==> config.mk <==
export PLATFORM = sky130hd
export DESIGN_NAME = alk_muldiv_seq
export DESIGN_NICKNAME = d
export VERILOG_FILES = /design/src/rtl/alk_muldiv_seq_pkg.sv /design/src/rtl/alk_muldiv_seq_cnt.sv /design/src/rtl/alk_muldiv_seq.sv
export SDC_FILE = /design/constraint.sdc
export NUM_CORES = 1
export LEC_CHECK = 0
export CAP_MARGIN = 25
export CORE_ASPECT_RATIO = 1.4
export CORE_MARGIN = 3
export CORE_UTILIZATION = 47
export CTS_CLUSTER_DIAMETER = 120
export CTS_CLUSTER_SIZE = 25
export DETAILED_ROUTE_END_ITERATION = 10
export PLACE_DENSITY = 0.88
export SLEW_MARGIN = 30
export SYNTH_ARGS = -nofsm -noshare
export SYNTH_HDL_FRONTEND = slang
export SYNTH_SLANG_ARGS = --single-unit
==> constraint.sdc <==
create_clock -name clk -period 3.7 [get_ports clk]
set_input_delay 0.37 -clock clk [delete_from_list [all_inputs] [get_ports clk]]
set_output_delay 0.37 -clock clk [all_outputs]
set_load 0.01 [all_outputs]
==> src/rtl/alk_muldiv_seq_pkg.sv <==
// Shared ALK mul/div sequencer definitions: state encoding, step-count constants, op decode.
package alk_muldiv_seq_pkg;

  localparam int unsigned CNT_W  = 7;
  localparam int unsigned N_BYTE = 8;
  localparam int unsigned N_WORD = 16;
  localparam int unsigned N_LONG = 32;
  localparam int unsigned N_DBL  = 64;

  typedef enum logic [1:0] {
    ST_IDLE  = 2'd0,
    ST_RUN   = 2'd1,
    ST_FIXUP = 2'd2,
    ST_DONE  = 2'd3
  } state_t;

  typedef enum logic [1:0] {
    OP_NONE   = 2'd0,
    OP_MUL    = 2'd1,
    OP_DIV    = 2'd2,
    OP_DIVDBL = 2'd3
  } op_cls_t;

  typedef struct packed {
    op_cls_t cls;
    logic    rem;
    logic    dblclk;
  } op_t;

  // Iteration count for an operand size; a double-length op doubles it.
  function automatic logic [CNT_W-1:0] step_count(input logic [1:0] dsize, input logic divdbl_l);
    logic [CNT_W-1:0] n;
    unique case (dsize)
      2'b00:   n = divdbl_l ? CNT_W'(N_BYTE) : CNT_W'(N_WORD);
      2'b01:   n = divdbl_l ? CNT_W'(N_WORD) : CNT_W'(N_LONG);
      default: n = divdbl_l ? CNT_W'(N_LONG) : CNT_W'(N_DBL);
    endcase
    return n;
  endfunction

  // Op class from the active-low micro-op bits; multiply wins over divide.
  function automatic op_cls_t decode_op(input logic mul_l, input logic div_l, input logic divdbl_l);
    op_cls_t cls;
    if (!mul_l)      cls = OP_MUL;
    else if (!div_l) cls = divdbl_l ? OP_DIV : OP_DIVDBL;
    else             cls = OP_NONE;
    return cls;
  endfunction

endpackage

==> src/rtl/alk_muldiv_seq_cnt.sv <==
// Load / decrement-by-S saturating step counter with last-step compare.
module alk_muldiv_cnt
  import alk_muldiv_seq_pkg::*;
(
  input  logic             clk,
  input  logic             reset_l,
  input  logic             clr_h,
  input  logic             load_h,
  input  logic [CNT_W-1:0] load_val,
  input  logic             dec_h,
  input  logic             step2_h,
  output logic [CNT_W-1:0] count,
  output logic             last_c
);

  logic [CNT_W-1:0] step_sz;

  assign step_sz = step2_h ? CNT_W'(2) : CNT_W'(1);
  assign last_c  = (count <= step_sz);

  // Counter register: clear, load N, or step down clamping at zero.
  always_ff @(posedge clk) begin
    if (!reset_l || clr_h)
      count <= '0;
    else if (load_h)
      count <= load_val;
    else if (dec_h)
      count <= last_c ? '0 : count - step_sz;
  end

endmodule

==> src/rtl/alk_muldiv_seq.sv <==
// ALK multiply/divide microcycle sequencer: drives step/loop/fixup/done for the datapath.
module alk_muldiv_seq
  import alk_muldiv_seq_pkg::*;
(
  input  logic             clk,
  input  logic             reset_l,
  input  logic             start_h,
  input  logic             mul_l,
  input  logic             div_l,
  input  logic             divdbl_l,
  input  logic             rem_l,
  input  logic             dblclk_h,
  input  logic [1:0]       dsize_h,
  input  logic             stall_l,
  input  logic             abort_h,
  output logic             step_h,
  output logic             loop_flag_h,
  output logic             fixup_h,
  output logic             busy_h,
  output logic             done_h,
  output logic [CNT_W-1:0] count_h
);

  state_t  state;
  state_t  state_nxt;
  op_t     op_q;
  op_cls_t op_cls_c;
  logic    accept_c;
  logic    dec_c;
  logic    last_c;
  logic    to_fixup_c;

  assign op_cls_c   = decode_op(mul_l, div_l, divdbl_l);
  assign accept_c   = (state == ST_IDLE) && start_h && stall_l && !abort_h && (op_cls_c != OP_NONE);
  assign dec_c      = (state == ST_RUN) && stall_l && !abort_h;
  assign to_fixup_c = (op_q.cls != OP_MUL) || op_q.rem;

  alk_muldiv_cnt u_cnt (
    .clk      (clk),
    .reset_l  (reset_l),
    .clr_h    (abort_h),
    .load_h   (accept_c),
    .load_val (step_count(dsize_h, divdbl_l)),
    .dec_h    (dec_c),
    .step2_h  (op_q.dblclk),
    .count    (count_h),
    .last_c   (last_c)
  );

  // Op latch: captured at start, held until the sequencer returns to IDLE.
  always_ff @(posedge clk) begin
    if (!reset_l || abort_h)
      op_q <= '0;
    else if (accept_c) begin
      op_q.cls    <= op_cls_c;
      op_q.rem    <= !rem_l;
      op_q.dblclk <= dblclk_h;
    end
    else if ((state == ST_DONE) && stall_l)
      op_q <= '0;
  end

  // State register.
  always_ff @(posedge clk) begin
    if (!reset_l)
      state <= ST_IDLE;
    else
      state <= state_nxt;
  end

  // Next-state: abort wins, stall freezes every transition.
  always_comb begin
    state_nxt = state;
    if (abort_h)
      state_nxt = ST_IDLE;
    else begin
      unique case (state)
        ST_IDLE:  if (accept_c)          state_nxt = ST_RUN;
        ST_RUN:   if (stall_l && last_c) state_nxt = to_fixup_c ? ST_FIXUP : ST_DONE;
        ST_FIXUP: if (stall_l)           state_nxt = ST_DONE;
        ST_DONE:  if (stall_l)           state_nxt = ST_IDLE;
        default:                         state_nxt = ST_IDLE;
      endcase
    end
  end

  // Output decode from state; step and done are suppressed while stalled or aborting.
  always_comb begin
    step_h      = 1'b0;
    loop_flag_h = 1'b0;
    fixup_h     = 1'b0;
    done_h      = 1'b0;
    busy_h      = (state != ST_IDLE);
    unique case (state)
      ST_RUN: begin
        step_h      = stall_l && !abort_h;
        loop_flag_h = last_c;
      end
      ST_FIXUP: fixup_h = 1'b1;
      ST_DONE:  done_h  = stall_l && !abort_h;
      default:  ;
    endcase
  end

endmodule

==> summary.txt, run 1 <==
Critical path
  • Critical path depth in cells: 6
  • Worst reg2reg setup slack: about 1700 ps
  • CP max stage delay: around 490 ps
  • Worst EP required: between 3000 and 4000 ps
  • Critical path data arrival time: between 2000 and 2500 ps
  • Crit Path Class: reg2out
  • Reg2reg path depth: 7
  • Worst Setup Start Kind: register
  • CP endpoint: loop_flag_h
  • Crit-path cells: inv_1, ha_1, nor2b_1, a2bb2oi_1, nor3b_1, clkdlybuf4s50_1
  • Crit path max fanout: 4
  • Top delay family on crit path: buffers and inverters
  • Bufs and invs on worst path: 2
  • Worst Setup End Kind: output pin
  • Worst R2R Start: state[0]$_SDFFE_PP0P_
  • Reg2reg end: state[1]$_SDFFE_PP0P_
  • Worst setup path startpoint: op_q[0]$_SDFFE_PP0P_
  • Critical path's slowest cell: clkdlybuf4s50_1

Synth
  • Synth cell types: 41
  • Post-synthesis instance total: 102
  • Largest cells by area after synthesis: dfxtp_1, ha_1, nor2_1
  • Post-Syn Area: 885.9 um2
  • Register bit count reported by yosys: 13
  • YS warnings: 0
  • Area leader, netlist: dfxtp_1
  • Share of the synthesized area in the top cell type: between 20% and 30%
  • Top FF cell, synth: dfxtp_1
  • Number of synthesized flops with an enable pin: 0
  • Syn Nets: around 120
  • Mapped Avg Cell Area: 8.685 um2
  • Seq/Total Area, Yosys: between 20% and 30%
  • FFs w/ async S/R, synth: 0%

STA
  • Max-slew headroom: between 60% and 70%
  • Hold slack final: roughly 500 ps
  • TNS Setup: 0 ps
  • Crit share post-route: slightly below 70%
  • Worst Skew: around 4.7 ps
  • Fmax: 390.3 MHz
  • Post-route minimum period: between 2000 and 3000 ps
  • Worst Tran Pin Value: approximately 540 ps
  • Final setup fails: 0
  • RSZ-0062 raised after global routing: false
  • Final-report hold violation count: 0
  • Max-slew violations: 0

CTS
  • CTS tree: built
  • Clk slew on worst S/H paths: about 70 ps
  • CTS buffer count: 3
  • H-tree Lvls: 1
  • CTS root buf: clkbuf_4
  • Clock Latency Late Sink: roughly 280 ps
  • Post-CTS setup repair buffer count: 0
  • Clock Path Buffers: 2
  • Post-CTS Resized: 0
  • Clock sinks: 13
  • CTS Hold Bufs: 0

Final layout
  • Multi-input logic area: between 500 and 600 um2
  • Final Util: 68.43%
  • Diodes inserted: 0
  • Fillers: 154
  • Seq. cell area: 260.3 um2
  • Fin nets: between 100 and 150
  • Share of layout cells above drive strength 1: between 7 and 8%
  • Area delta synth->final: 29.80%

Power
  • Leakage: around 0.42 nW
  • Total Power: around 0.00029 W
  • VDD IR max: about 0.14 mV
  • Pwr dens: roughly 250 mW/mm2

Routing
  • Residual DRC: 0
  • Post-DRT Antenna Nets: 0
  • Drt via density: about 5.7
  • Final WL: 1.890 mm
  • Routed vias: a little over 800
  • WL per Instance: 12.95 um
  • Drt first pass iters: 4
  • Iteration-0 DRC Markers: 4

Floorplanning
  • Row count: 17
  • Core footprint: 0.001680 mm2
  • Die width: around 43 um
  • Starting density of the core: a little over half
  • Chip Height: about 57 um
  • Num ports: 24
  • Die area: 0.002449 mm2

Place
  • Dpl hpwl: between 1.5 and 2 mm
  • IO Port Bufs: 23
  • RePlAce Congestion: about 0.77

Min path
  • HP Class: reg2reg

GRT
  • Global-route wire length before repair: 3.208 mm
  • Largest net degree at the start of global routing: 10
  • Gr usage total: between 10% and 20%
  • Global route overflow: 0
  • Vias in the first global route: between 700 and 800
  • Initial antenna violation count: 0

Run
  • Number of max-cap violations: 0

Outcome
  • Status: completed
-- state kept, by name, indices dropped and copies added, names as in the netlist --
register	cells
op_q	4
state	2
u_cnt.count	7
-- cells in the mapped netlist, drive strengths merged, types with 2 or more instances --
library cell / n
o21ai: 3
inv: 8
nor3b: 3
nor3: 3
nand2: 6
nor2b: 2
a21oi: 7
nand2b: 3
ha: 7
a211oi: 4
dfxtp: 13
nor2: 11
xor2: 4
nand3: 3
o31ai: 2
-- report_power, final --
| group | total, W | switching, W | internal [W] |
|---|---|---|---|
| registers | 0.000145 | 0.00000252 | 0.000143 |
| clock network | 0.0000901 | 0.0000481 | 0.0000419 |
| logic | 0.0000571 | 0.0000279 | 0.0000292 |
| total | 0.000292 | 0.0000785 | 0.000214 |
-- per-stage QoR --
step                      worst slack, ps  cells  instance area, um2
after floorplan                      1933    102               885.9
after global placement               1464    142                1124
after detailed placement             1442    142                1124
after CTS                            1118    146                1150
after global routing                973.1    146                1150
final                                1138    146                1150
-- tightest hold or removal path, stage by stage (launching register included) --
cell and delay (ps):
dfxtp_1 330, a21oi_1 60, nor2_1 80
-- metal layers --
layer / up-vias / GRT usage, % / wire length, um
met1: 372 / 19.20 / 809
met3: 5 / 3.155 / 89
met2: 25 / 28.97 / 941
met4: 0 / 10.67 / 49
met5: - / 0 / 0
li1: 423 / - / -
-- how the worst min path moves through the flow --
| stage | startpoint | end | slack, ps | depth (start not counted) |
|---|---|---|---|---|
| 2_1_floorplan | op_q[1]$_SDFFE_PP0P_ | op_q[1]$_SDFFE_PP0P_ | 470 | 2 |
| 3_3_place_gp | op_q[1]$_SDFFE_PP0P_ | op_q[1]$_SDFFE_PP0P_ | 490 | 2 |
| 3_5_place_dp | op_q[3]$_SDFFE_PP0P_ | op_q[3]$_SDFFE_PP0P_ | 490 | 2 |
| 4_1_cts | op_q[3]$_SDFFE_PP0P_ | op_q[3]$_SDFFE_PP0P_ | 510 | 2 |
| 5_1_grt | op_q[3]$_SDFFE_PP0P_ | op_q[3]$_SDFFE_PP0P_ | 540 | 2 |
| 6_report | op_q[3]$_SDFFE_PP0P_ | op_q[3]$_SDFFE_PP0P_ | 500 | 2 |
-- cell type report --
type	count	share of cell area (%)
multi-input cells	79	50.38
inverters	8	2.612
flip-flops and latches	13	22.63
repair buffers	23	20.02
well taps	19	2.067
clock buffers	4	2.285
-- logic make-up (layout without fill, tap and decap cells) --
logic type | count (synthesis) | in the layout | share of synthesized area, %
AO/OA/AOI/OAI | 26 | 26 | 21.75
XOR/XNOR | 4 | 4 | 3.954
adder cells (fa/ha/maj) | 8 | 8 | 12.15
buffers and inverters | 10 | 35 | 5.225
flip-flops | 13 | 13 | 29.38
AND/OR/NAND/NOR | 41 | 41 | 27.54
-- cells in the final DEF (no fill, tap or decap), types with 2 or more instances in the layout --
cell             count
a211oi_1             4
a21oi_1              6
clkbuf_4             3
clkdlybuf4s50_1     23
dfxtp_1             13
ha_1                 7
inv_1                8
nand2_1              6
nand2b_1             3
nand3_1              3
nor2_1              11
nor2b_1              2
nor3_1               3
nor3b_1              3
o21ai_1              2
xor2_1               4
Power figures use the tool's default switching activity.
==> run 2, diff against run 1 <==
==> constraint.sdc (replaced) <==
create_clock -name clk -period 2.43 [get_ports clk]
set_input_delay 0.243 -clock clk [delete_from_list [all_inputs] [get_ports clk]]
set_output_delay 0.243 -clock clk [all_outputs]
set_load 0.01 [all_outputs]
==> run 2 against run 1 <==
Compared with the run above: critical path depth down 1; cell count did not move; first-iteration DRC count grew to 4.8 times the previous value; clock power up 54%; worst hold slack better by 5.6 ps; clock-buffer cell count is the same; global-route usage rose by 1.0 points; via count unchanged; highest routed layer unchanged; largest power group unchanged; cell area up 0.76%.
==> summary.txt, run 2 (synthesis results as in run 1) <==
Outcome
  • Status: completed

CTS
  • H-tree Lvls: 1
  • CTS Hold Bufs: 0
  • CTS root buf: clkbuf_4
  • CTS buffer count: 3
  • Clock sinks: 13
  • Clock Path Buffers: 2
  • Post-CTS setup repair buffer count: 0
  • Clk slew on worst S/H paths: roughly 80 ps
  • CTS tree: built
  • Clock Latency Late Sink: around 280 ps

Final layout
  • Largest regs: u_cnt.count (7), op_q (4), state (2)
  • Share of layout cells above drive strength 1: 8.661%
  • Leading cell types in the layout, fill and taps excluded: clkdlybuf4s50_1, dfxtp_1, nor2_1
  • Diodes inserted: 0
  • Max FFs per register: 7
  • Fillers: between 150 and 200
  • Final Util: slightly below 70%
  • Reg with most FFs: u_cnt.count
  • Commonest non-fill, non-tap cell in the layout: clkdlybuf4s50_1
  • Area delta synth->final: 30.79%
  • Fin nets: 148

STA
  • Post-route minimum period: approximately 2100 ps
  • Max-slew headroom: ~62%
  • Hold slack final: 510.6 ps
  • TNS Setup: 0 ps
  • Worst Skew: approximately 2.2 ps
  • Fmax: about 470 MHz
  • Final setup fails: 0
  • Max-slew violations: 0
  • Final-report hold violation count: 0
  • Crit share post-route: slightly below 90%
  • Worst Tran Pin Value: 566.1 ps
  • Final worst setup slack: slightly above 300 ps
  • RSZ-0062 raised after global routing: false

Routing
  • Iteration-0 DRC Markers: 19
  • Final WL: around 2.0 mm
  • Residual DRC: 0
  • Post-DRT Antenna Nets: 0
  • WL per Instance: 13.45 um
  • Drt via density: ~5.7
  • Routed vias: around 830
  • Drt first pass iters: 4

GRT
  • Gr usage total: roughly 18%
  • Vias in the first global route: approximately 820
  • Initial antenna violation count: 0
  • Global-route wire length before repair: 3.408 mm
  • Global route overflow: 0
  • Largest net degree at the start of global routing: 10

Critical path
  • Worst Setup End Kind: output pin
  • Worst Setup Start Kind: register
  • Critical path data arrival time: 1880 ps
  • Crit path max fanout: 5
  • Worst R2R Start: state[0]$_SDFFE_PP0P_
  • Worst EP required: around 2200 ps
  • Crit Path Class: reg2out
  • Worst setup path startpoint: state[1]$_SDFFE_PP0P_

Power
  • Flop pwr share: 49.3%
  • Clock power frac: a little under a third
  • Switch share: 27.29%
  • Internal: around 0.00033 W
  • VDD IR max: 0.2753 mV
  • Leakage: between 0.4 and 0.5 nW
  • Total Power: around 0.00045 W
  • Switch Pwr: approximately 0.00012 W
  • Combinational Power Share: around 20%
  • Pwr dens: approximately 390 mW/mm2

Floorplanning
  • Num ports: 24
  • Row count: 17
  • Die width: about 43 um
  • Die area: 0.002449 mm2
  • Core footprint: 0.001680 mm2
  • Starting density of the core: a little over half
  • Chip Height: ~57 um

Place
  • RePlAce Congestion: around 0.77
  • IO Port Bufs: 23
  • Pre-CTS WS: 280.8 ps
  • Dpl hpwl: roughly 1.6 mm

Min path
  • HP Class: reg2reg
  • Hold Path Origin: op_q[3]$_SDFFE_PP0P_

Run
  • Number of max-cap violations: 0
[run 2: final cells by class]
class / instances / area [um2] / area share (%)
inverters: 8 / 30.03 / 2.592
well taps: 19 / 23.77 / 2.052
repair buffers: 23 / 232.7 / 20.09
clock buffers: 4 / 26.28 / 2.268
flip-flops and latches: 13 / 260.3 / 22.46
multi-input cells: 79 / 585.6 / 50.54
[run 2: repair_timing]
item,in CTS,in global routing
resized for setup,1,1
gates cloned,0,0
setup endpoints to repair,1,1
[run 2: critical path: stages (launching register included)]
cell	delay, ps
dfxtp_1	350
inv_1	130
ha_1	250
nand3b_1	190
inv_1	140
clkdlybuf4s50_1	540
[run 2: through the flow]
stage,cells,area [um2]
final,146,1159
after detailed placement,142,1124
after global placement,142,1124
after floorplan,102,885.9
after global routing,146,1159
after CTS,146,1156
[run 2: power groups by stage]
| stage | registers [W] | clock network (W) | logic [W] |
|---|---|---|---|
| after global placement | 0.000226 | 0 | 0.0000852 |
| after floorplan | 0.000227 | 0 | 0.0000484 |
| after CTS | 0.000221 | 0.000143 | 0.0000886 |
| after detailed placement | 0.000226 | 0 | 0.0000875 |
| final | 0.000221 | 0.000139 | 0.0000885 |
| after global routing | 0.000222 | 0.000155 | 0.0000969 |
[run 2: final timing paths]
| check | slack [ps] | depth (start not counted) | end |
|---|---|---|---|
| max | 310 | 5 | step_h |
| min | 510 | 2 | op_q[3]$_SDFFE_PP0P_ |
| max reg2reg | 440 | 7 | state[1]$_SDFFE_PP0P_ |
| min reg2reg | 510 | 2 | op_q[3]$_SDFFE_PP0P_ |
[run 2: layer usage]
layer	track usage [%]	up-vias	share of wire, %	wire [um]
met4	10.67	0	2.3	46
met3	2.524	5	4.3	84
met1	18.63	372	41	813
li1	-	425	-	-
met2	33.48	23	52	1020
met5	0	-	0	0
